<file path="src/rtl/regfile_pkg.sv">
// rtl/regfile_pkg.sv - shared register-file widths and writeback source ids
package regfile_pkg;

    localparam int REG_ADDR_W = 5;
    localparam int XLEN       = 32;
    localparam int NUM_REGS   = 32;

    typedef enum logic [1:0] {
        WB_ALU = 2'd0,
        WB_LSU = 2'd1,
        WB_CSR = 2'd2
    } wb_src_e;

endpackage

</file>
<file path="src/rtl/regfile_wb_arbiter_if.sv">
// rtl/regfile_wb_arbiter_if.sv - packed writeback request/grant bundle
interface regfile_wb_arbiter_if
    import regfile_pkg::*;
#(
    parameter int NUM_REQ = 3,
    parameter int ADDR_W  = REG_ADDR_W,
    parameter int DATA_W  = XLEN
);
    logic [NUM_REQ-1:0]        req_valid;
    logic [NUM_REQ-1:0]        req_ready;
    logic [NUM_REQ*ADDR_W-1:0] req_rd;
    logic [NUM_REQ*DATA_W-1:0] req_data;

    modport master (output req_valid, req_rd, req_data, input req_ready);
    modport slave  (input req_valid, req_rd, req_data, output req_ready);
endinterface

</file>
<file path="src/rtl/rr_arbiter.sv">
// rtl/rr_arbiter.sv - round-robin arbiter; pointer moves past the winner on advance
module rr_arbiter #(
    parameter int N = 3
) (
    input  logic         clk,
    input  logic         rst_n,
    input  logic [N-1:0] req,
    input  logic         advance,
    output logic [N-1:0] grant
);
    localparam int PTR_W = (N > 1) ? $clog2(N) : 1;

    logic [PTR_W-1:0] ptr;
    logic [PTR_W-1:0] ptr_nxt;
    logic [N-1:0]     upper;
    logic [N-1:0]     sel;

    // Requests at or above the pointer take precedence; otherwise wrap to the lowest.
    always_comb begin
        upper = '0;
        for (int i = 0; i < N; i++) begin
            upper[i] = req[i] && (PTR_W'(i) >= ptr);
        end
        sel     = (|upper) ? upper : req;
        grant   = sel & ~(sel - N'(1));
        ptr_nxt = ptr;
        for (int i = 0; i < N; i++) begin
            if (grant[i]) begin
                ptr_nxt = (i == N - 1) ? '0 : PTR_W'(i + 1);
            end
        end
    end

    always_ff @(posedge clk or negedge rst_n) begin
        if (!rst_n) begin
            ptr <= '0;
        end else if (advance) begin
            ptr <= ptr_nxt;
        end
    end
endmodule

</file>
<file path="src/rtl/regfile_wb_arbiter.sv">
// rtl/regfile_wb_arbiter.sv - register-file write port arbiter with busy scoreboard; REGFILE_WB_BYPASS_EN adds forwarding
module regfile_wb_arbiter
    import regfile_pkg::*;
#(
    parameter int NUM_REQ = 3,
    parameter int ADDR_W  = REG_ADDR_W,
    parameter int DATA_W  = XLEN
) (
    input  logic                clk,
    input  logic                rst_n,
    regfile_wb_arbiter_if.slave wb,
    output logic                rf_reg_write,
    output logic [ADDR_W-1:0]   rf_rd,
    output logic [DATA_W-1:0]   rf_rd_data,
    input  logic                sb_set_valid,
    input  logic [ADDR_W-1:0]   sb_set_rd,
    input  logic [ADDR_W-1:0]   rs1,
    input  logic [ADDR_W-1:0]   rs2,
`ifdef REGFILE_WB_BYPASS_EN
    output logic                rs1_fwd_valid,
    output logic                rs2_fwd_valid,
    output logic [DATA_W-1:0]   rs1_fwd_data,
    output logic [DATA_W-1:0]   rs2_fwd_data,
`endif
    output logic                rs1_busy,
    output logic                rs2_busy
);
    localparam int NREGS = 1 << ADDR_W;

    logic [NUM_REQ-1:0] grant;
    logic               accept;
    logic [ADDR_W-1:0]  win_rd;
    logic [DATA_W-1:0]  win_data;
    logic [NREGS-1:0]   busy;
    logic [NREGS-1:0]   busy_nxt;

    rr_arbiter #(.N(NUM_REQ)) u_arb (
        .clk     (clk),
        .rst_n   (rst_n),
        .req     (wb.req_valid),
        .advance (accept),
        .grant   (grant)
    );

    assign wb.req_ready = grant;
    assign accept       = |grant;

    always_comb begin
        win_rd   = '0;
        win_data = '0;
        for (int i = 0; i < NUM_REQ; i++) begin
            if (grant[i]) begin
                win_rd   = wb.req_rd[i*ADDR_W +: ADDR_W];
                win_data = wb.req_data[i*DATA_W +: DATA_W];
            end
        end
    end

    // x0 writes complete the handshake but never assert the write enable.
    always_ff @(posedge clk or negedge rst_n) begin
        if (!rst_n) begin
            rf_reg_write <= 1'b0;
            rf_rd        <= '0;
            rf_rd_data   <= '0;
        end else if (accept) begin
            rf_reg_write <= (win_rd != '0);
            rf_rd        <= win_rd;
            rf_rd_data   <= win_data;
        end else begin
            rf_reg_write <= 1'b0;
        end
    end

    // Set is applied after clear so a newly dispatched producer keeps the bit.
    always_comb begin
        busy_nxt = busy;
        if (rf_reg_write) begin
            busy_nxt[rf_rd] = 1'b0;
        end
        if (sb_set_valid && (sb_set_rd != '0)) begin
            busy_nxt[sb_set_rd] = 1'b1;
        end
        busy_nxt[0] = 1'b0;
    end

    always_ff @(posedge clk or negedge rst_n) begin
        if (!rst_n) begin
            busy <= '0;
        end else begin
            busy <= busy_nxt;
        end
    end

`ifdef REGFILE_WB_BYPASS_EN
    assign rs1_fwd_valid = rf_reg_write && (rf_rd == rs1) && (rs1 != '0);
    assign rs2_fwd_valid = rf_reg_write && (rf_rd == rs2) && (rs2 != '0);
    assign rs1_fwd_data  = rf_rd_data;
    assign rs2_fwd_data  = rf_rd_data;
    assign rs1_busy      = busy[rs1] && !rs1_fwd_valid;
    assign rs2_busy      = busy[rs2] && !rs2_fwd_valid;
`else
    assign rs1_busy      = busy[rs1];
    assign rs2_busy      = busy[rs2];
`endif
endmodule

</file>
<file path="src/flat_wrapper.sv">
// flat-port wrapper written by rule: the top's interface ports become plain ports
module regfile_wb_arbiter_flat import regfile_pkg::*;
#(
    parameter int NUM_REQ = 3,
    parameter int ADDR_W  = REG_ADDR_W,
    parameter int DATA_W  = XLEN
)
  (clk, rst_n, rf_reg_write, rf_rd, rf_rd_data, sb_set_valid, sb_set_rd, rs1, rs2, rs1_busy, rs2_busy, wb_req_valid, wb_req_rd, wb_req_data, wb_req_ready);
  regfile_wb_arbiter_if #(.NUM_REQ(NUM_REQ), .ADDR_W(ADDR_W), .DATA_W(DATA_W)) wb_i ();
  input  logic clk;
  input  logic rst_n;
  output logic rf_reg_write;
  output logic [ADDR_W-1:0] rf_rd;
  output logic [DATA_W-1:0] rf_rd_data;
  input  logic sb_set_valid;
  input  logic [ADDR_W-1:0] sb_set_rd;
  input  logic [ADDR_W-1:0] rs1;
  input  logic [ADDR_W-1:0] rs2;
  output logic rs1_busy;
  output logic rs2_busy;
  input wire logic [$bits(wb_i.req_valid)-1:0] wb_req_valid;
  input wire logic [$bits(wb_i.req_rd)-1:0] wb_req_rd;
  input wire logic [$bits(wb_i.req_data)-1:0] wb_req_data;
  output wire logic [$bits(wb_i.req_ready)-1:0] wb_req_ready;
  assign wb_i.req_valid = wb_req_valid;
  assign wb_i.req_rd = wb_req_rd;
  assign wb_i.req_data = wb_req_data;
  assign wb_req_ready = wb_i.req_ready;
  regfile_wb_arbiter #(.NUM_REQ(NUM_REQ), .ADDR_W(ADDR_W), .DATA_W(DATA_W)) u_core (.clk(clk), .rst_n(rst_n), .wb(wb_i), .rf_reg_write(rf_reg_write), .rf_rd(rf_rd), .rf_rd_data(rf_rd_data), .sb_set_valid(sb_set_valid), .sb_set_rd(sb_set_rd), .rs1(rs1), .rs2(rs2), .rs1_busy(rs1_busy), .rs2_busy(rs2_busy));
endmodule
</file>
<file path="config.mk">
export PLATFORM = sky130hd
export DESIGN_NAME = regfile_wb_arbiter_flat
export DESIGN_NICKNAME = d
export VERILOG_FILES = /design/src/rtl/regfile_pkg.sv /design/src/rtl/regfile_wb_arbiter_if.sv /design/src/rtl/rr_arbiter.sv /design/src/rtl/regfile_wb_arbiter.sv /design/src/flat_wrapper.sv
export SDC_FILE = /design/constraint.sdc
export NUM_CORES = 1
export LEC_CHECK = 0
export BUFFER_PORTS_ARGS = -buffer_cell sky130_fd_sc_hd__buf_4
export CAP_MARGIN = 20
export CORE_MARGIN = 2
export CORE_UTILIZATION = 43
export CTS_CLUSTER_DIAMETER = 150
export DETAILED_ROUTE_END_ITERATION = 10
export PLACE_DENSITY = 0.74
export SLEW_MARGIN = 15
export SYNTH_ARGS = -nofsm -noshare
export SYNTH_HDL_FRONTEND = slang
export SYNTH_SLANG_ARGS = --single-unit
</file>
<file path="constraint.sdc">
create_clock -name clk -period 2.55 [get_ports clk]
set_input_delay 0.6375 -clock clk [delete_from_list [all_inputs] [get_ports clk]]
set_output_delay 0.6375 -clock clk [all_outputs]
set_load 0.05 [all_outputs]
</file>
==> summary.md, run 1 <==
| Metric | Value |
|---|---|
| Status | finished with violations |
| Failing checks | negative setup slack |
| Crit path max fanout | 11 |
| Data arrival, critical path | 2.14 ns |
| VDD IR-drop max | 0.373 mV |
| Area grow syn2layout | 48.7% |
| Post-detail-place hpwl | 9.93 mm |
| Pwr dens | 837 mW/mm^2 |
| Simple-gate share of the synthesized area | 11.4% |
| Proportion of synthesized area in mux cells | 11.0% |
| Initial antenna violation count | 0 |
| Fin. Hold Viols | 0 |
| Least-Margin Pin Slew | 0.527 ns |
| Reg-to-reg slack, setup | 0.55 ns |
| H-tree levels | 3 |
| Maxcap violations | 0 |
| Slew headroom | 64.9% |
| GR Layer Usage met2 | 47.7% |
| Commonest non-fill, non-tap cell in the layout | buf_4 |
| First-pass iteration count of the detailed router | 6 |
| Largest family of logic cells by synthesized area | compound AO/OA/AOI/OAI gates |
| Die H | 99.0 um |
| DR WL/cell | 19.0 um |
| Util after Layout | 66.2% |
| Syn Nets | 530 |
| WHS | 0.259 ns |
| DIE AREA | 0.00980 mm^2 |
| Routed vias | 4,141 |
| RSZ-0062 raised after global routing | true |
| P_leak | 0.00264 uW |
| Tot Pwr | 4830 uW |
| Synth Warn # | 0 |
| Seq/Total Area, Yosys | 45.8% |
| Worst-path cell chain | buf_6 -> mux4_2 -> nor2_1 -> nor2_1 -> or4_4 -> buf_8 |
| Ports | 175 |
| FF-to-FF Start | u_core.u_arb.ptr[1]$_DFFE_PN0P_ |
| Clock transition at the registers of the reported paths | 0.08 ns |
| Mapped Cells | 398 |
| Num CTS Buffers | 9 |
| TritonCTS clock tree | done |
| HP Class | in2async |
| Ant. Diodes | 0 |
| Final min period | 2.78 ns |
| Yosys top cell by area | dfrtp_1 |
| Clock tree buffer depth | 2 |
| Fraction of the mapped netlist area in compound gates | 27.5% |
| Netlist cell types | 36 |
| Gpl congestion | 1.00 |
| CP max stage delay | 0.52 ns |
| Fmax achieved | 0.360 GHz |
| Sink Count | 71 |
| Worst skew pair latency | 0.36 ns |
| Rows | 34 |
| Met1 Resource Use GR | 31.7% |
| Delay-heaviest family, CP | simple AND/OR/NAND/NOR gates |
| Nets | 713 |
| Placed Instance Area | 0.00542 mm^2 |
| Number of fill cells in the layout | 680 |
| Initial DRC count | 369 |
| XOR/XNOR share of the synthesized area | 0.226% |
| # setup viols final | 2 |
| Met3 Track Usage GR | 7.23% |
| Final instance area | 0.00577 mm^2 |
| Critical R2R Capture | u_core.rf_reg_write$_DFF_PN0_ |
| Most Used Layer, Global Route | met2 |
| Critical path's slowest cell | mux4_2 |
| Post-route DRC | 0 |
| Core area | 0.00872 mm^2 |
| Vias in the first global route | 4,172 |
| Avg Inst Size Synth | 9.75 um^2 |
| Clock skew | 0.00969 ns |
| DR vias/cell | 5.97 |
| Worst EP required | 1.91 ns |
| Most frequent cells in the layout | buf_4 (187), o21ai_0 (93), dfrtp_1 (71) |
| Synth area leaders | dfrtp_1 (46%), o21ai_0 (12%), mux2i_1 (7.5%) |
| CP Buf/Inv Count | 2 |
| Tot GR Track Use | 27.3% |
| Area of the mapped netlist | 0.00388 mm^2 |
| First-pass GRT wire length | 21.0 mm |
| Root buffer cell | clkbuf_8 |
| Slew Viols, Final | 0 |
| Post-synthesis adder-cell area fraction | 0% |
| Top cell type's share of synthesized area | 45.8% |
| Crit start category | input pin |
| Crit path top cell by count | nor2_1 |
| Final WS setup | -0.228 ns |
| Reg2Reg Depth | 6 |
| CP Capture Type | output port |
| Synth Register Bits | 71 |
| Routed Wire Length | 13.2 mm |
| Detail Route Antenna Nets | 0 |
| Final period util | 109% |
| Hold buffers post-CTS | 0 |
| Setup CP Type | in2out |
| Largest net degree at the start of global routing | 41 |
| Starting Density | 44.5% |
| Fraction of layout cells with a size suffix above 1 | 39.2% |
| Port Buffers | 174 |
| GRT Residual Overflow | 0 |
| Chip Width | 99.0 um |
## flip-flops by register name (all words and copies together) (netlist names)
register and count:
u_core.rf_reg_write 1, u_core.rf_rd_data 32, u_core.busy 31, u_core.rf_rd 5
u_core.u_arb.ptr 2
## kinds of logic (layout without fill, tap and decap cells)
logic type | after synthesis | after routing
buffers and inverters | 37 | 225
and+or+nand+nor | 77 | 77
DFF | 71 | 71
muxes | 35 | 35
xor gates and xnor gates | 1 | 1
AOI/OAI and AO/OA | 177 | 177
## synthesized netlist by cell type
cell type	n
and3_1	1
nor2_1	25
dfrtp_1	71
a221oi_1	2
nand2_1	3
o21ai_0	94
or3b_2	4
mux2i_1	29
a222oi_1	4
or4_1	2
mux4_2	6
nand4_1	3
or3b_1	2
inv_1	14
buf_6	2
a22o_1	1
a21o_1	3
nor2b_1	8
a31oi_1	2
and4b_1	2
nor4bb_1	2
buf_2	7
a21oi_1	16
o21ai_1	6
o41ai_1	2
a22oi_1	34
o211ai_1	1
nand2b_1	1
clkbuf_1	14
a2111oi_0	8
a311oi_1	4
xor2_1	1
or3_1	2
nand3_1	10
nor3_1	2
nand3b_1	10
## worst register-to-register path: cells and delay by family, from the launching register on
kind / cells / cell delay (ns)
AO/OA/AOI/OAI: 3 / 0.66
flip-flops: 1 / 0.42
AND/OR/NAND/NOR: 2 / 0.41
buffers and inverters: 1 / 0.43
## metal layers
metal,up-vias,routed length (um)
met2,214,6770
li1,1896,-
met4,0,464
met1,1990,4920
met3,41,1040
met5,-,0
## worst max path at each step
stage / from / to / slack (ns) / cells past startpoint
5_1_grt: u_core.busy[17]$_DFF_PN0_ / rs2_busy / -0.34 / 6
3_5_place_dp: rs1[0] / rs1_busy / -0.30 / 7
2_1_floorplan: rs1[0] / rs1_busy / -0.09 / 6
3_3_place_gp: rs1[1] / rs1_busy / -0.28 / 6
6_report: rs1[1] / rs1_busy / -0.23 / 6
4_1_cts: u_core.busy[16]$_DFF_PN0_ / rs1_busy / -0.25 / 6
## power breakdown
group | switching, uW | internal, uW
Combinational | 1080 | 776
Clock | 444 | 677
Sequential | 371 | 1490
## through the flow
stage | setup WS, ns | TNS (ns) | cells
detailed placement | -0.296 | -0.575 | 677
floorplan | -0.0937 | -0.187 | 398
global route | -0.343 | -0.640 | 694
finish | -0.228 | -0.443 | 694
CTS | -0.248 | -0.494 | 694
global placement | -0.283 | -0.547 | 677
## area by class of cell
type,count,area (um^2),share of cell area (%)
timing repair buffer,195,1510,26.2
clock inverter,5,105,1.82
tap,108,135,2.34
clock buffer,11,141,2.45
inverter,14,52.6,0.910
sequential,71,1780,30.8
multi-input combinational,290,2050,35.5
## what timing repair did
item	CTS	global route
pin swaps	10	3
setup endpoints to repair	2	2
gates resized for setup	18	6
setup buffers	1	0
(Power assumes the default switching activity.)
==> run 2: changes to the inputs <==
Settings changed: CORE_UTILIZATION 43 to 30, PLACE_DENSITY 0.74 to 0.54.
==> run 2 against run 1 <==
  * The run still ends with negative setup slack left
  * Clock-buffer cell count fell by 2
  * Worst setup slack gained 0.026 ns
  * Cell area is 4.0% higher
  * Die area increased by 41%
==> summary.md, run 2 (synthesized netlist as in run 1, its figures left out) <==
| Metric | Value |
|---|---|
| Maxcap violations | 0 |
| Routed vias | 3,971 |
| DR vias/cell | 5.23 |
| Least-Margin Pin Slew | 0.456 ns |
| Chip Width | 118 um |
| Clock tree buffer depth | 2 |
| Area grow syn2layout | 54.7% |
| Root buffer cell | clkbuf_16 |
| Post-route DRC | 0 |
| Slew headroom | 68.8% |
| Port Buffers | 174 |
| TritonCTS clock tree | done |
| Commonest non-fill, non-tap cell in the layout | buf_4 |
| Fin. Hold Viols | 0 |
| Fmax achieved | 0.363 GHz |
| Most frequent cells in the layout | buf_4 (188), o21ai_0 (93), dfrtp_1 (71) |
| Cells after DPL | 743 |
| Setup CP Type | in2out |
| Flop pwr share | 36.5% |
| Tot GR Track Use | 19.6% |
| Num CTS Buffers | 9 |
| Internal | 3140 uW |
| CP Capture Type | output port |
| First-pass GRT wire length | 21.9 mm |
| Data arrival, critical path | 2.11 ns |
| Critical path's slowest cell | mux4_2 |
| DIE AREA | 0.0139 mm^2 |
| HP Class | in2async |
| P_leak | 0.00269 uW |
| # setup viols final | 2 |
| Detail Route Antenna Nets | 0 |
| CP max stage delay | 0.49 ns |
| Combinational Power Share | 37.3% |
| Clock network power share | 26.2% |
| Multi-input gate area | 0.00209 mm^2 |
| Hold buffers post-CTS | 0 |
| Worst-path cell chain | buf_8 -> mux4_2 -> nor2_1 -> a31oi_1 -> nor4bb_1 -> or4_4 -> buf_8 |
| Crit start category | input pin |
| Crit path max fanout | 6 |
| Reg-to-reg slack, setup | 0.61 ns |
| Number of fill cells in the layout | 1,219 |
| Sink Count | 71 |
| Worst skew pair latency | 0.33 ns |
| Clock transition at the registers of the reported paths | 0.06 ns |
| Ports | 175 |
| Failing checks | negative setup slack |
| Biggest regs | u_core.rf_rd_data: 32 flops, u_core.busy: 31 flops, u_core.rf_rd: 5 flops |
| Routed Wire Length | 13.4 mm |
| Sw frac | 37.7% |
| Crit path top cell by count | buf_8 |
| H-tree levels | 3 |
| Final period util | 108% |
| Final instance area | 0.00600 mm^2 |
| Rows | 41 |
| Gpl congestion | 0.811 |
| Placed Instance Area | 0.00551 mm^2 |
| Clock skew | 0.00318 ns |
| Final min period | 2.75 ns |
| Nets | 715 |
| Initial DRC count | 186 |
| Largest net degree at the start of global routing | 72 |
| Sw power | 1900 uW |
| Final WS setup | -0.202 ns |
| Starting Density | 30.8% |
| Die H | 118 um |
| RSZ-0062 raised after global routing | true |
| Core area | 0.0126 mm^2 |
| Largest Register | u_core.rf_rd_data |
| Worst EP required | 1.91 ns |
| Status | finished with violations |
| Fin cells | 760 |
| VDD IR-drop max | 0.346 mV |
| WHS | 0.327 ns |
| Pre-CTS WS | -0.389 ns |
| Slew Viols, Final | 0 |
| FF+latch area | 0.00178 mm^2 |
| GRT Residual Overflow | 0 |
| Pwr dens | 840 mW/mm^2 |
| Post-detail-place hpwl | 9.96 mm |
| Vias in the first global route | 4,240 |
| Initial antenna violation count | 0 |
| Fraction of layout cells with a size suffix above 1 | 41.2% |
| Util after Layout | 47.6% |
| DR WL/cell | 17.6 um |
| Max reg flops | 32 |
| First-pass iteration count of the detailed router | 5 |
| Ant. Diodes | 0 |
[run 2: worst paths after layout]
check | from | to | depth (start not counted)
setup / recovery | rs2[0] | rs2_busy | 7
hold / removal | rst_n | u_core.rf_rd_data[7]$_DFFE_PN0P_ | 2
setup reg to reg | u_core.u_arb.ptr[1]$_DFFE_PN0P_ | u_core.rf_reg_write$_DFF_PN0_ | 6
hold reg to reg | u_core.busy[16]$_DFF_PN0_ | u_core.busy[16]$_DFF_PN0_ | 2
max in group asynchronous | rst_n | u_core.busy[23]$_DFF_PN0_ | 2
min in group clk | u_core.busy[16]$_DFF_PN0_ | u_core.busy[16]$_DFF_PN0_ | 2
[run 2: power groups by stage]
stage	sequential, uW	combinational, uW	clock [uW]
after global routing	1900	2040	1400
after detailed placement	1830	1780	0
final	1840	1880	1320
after global placement	1830	1750	0
after floorplan	2080	778	0
after CTS	1830	1840	1350
[run 2: routing by layer]
metal  GRT usage [%]  share of wire [%]  vias up
met5               0                  0        -
met3            4.46                6.4       15
met1            24.5                 42     1905
met2            32.7                 50      142
li1                -                  -     1909
met4            7.98                1.6        0
[run 2: layout make-up]
cell class	count	area share, %
Multi-Input combinational cell	290	34.9
Sequential cell	71	29.6
Timing Repair Buffer	197	25.9
Clock buffer	9	3.75
Tap cell	172	3.58
Clock inverter	7	1.46
Inverter	14	0.875
[run 2: repair_timing]
item / CTS / global route
resized for setup: 27 / 16
endpoints found under the setup margin: 2 / 2
pin swaps: 10 / 5
setup buffers: 0 / 1
[run 2: metrics by stage]
step	setup TNS, ns	total power [uW]
floorplan	-0.187	2860
global placement	-0.591	3580
detailed placement	-0.717	3610
CTS	-0.429	5020
global route	-0.479	5340
finish	-0.403	5040
[run 2: worst max-delay path, delay by kind of cell]
kind | cells | cell delay (ns)
AOI/OAI and AO/OA | 1 | 0.04
buffers and inverters | 2 | 0.27
muxes | 1 | 0.49
and+or+nand+nor | 3 | 0.67
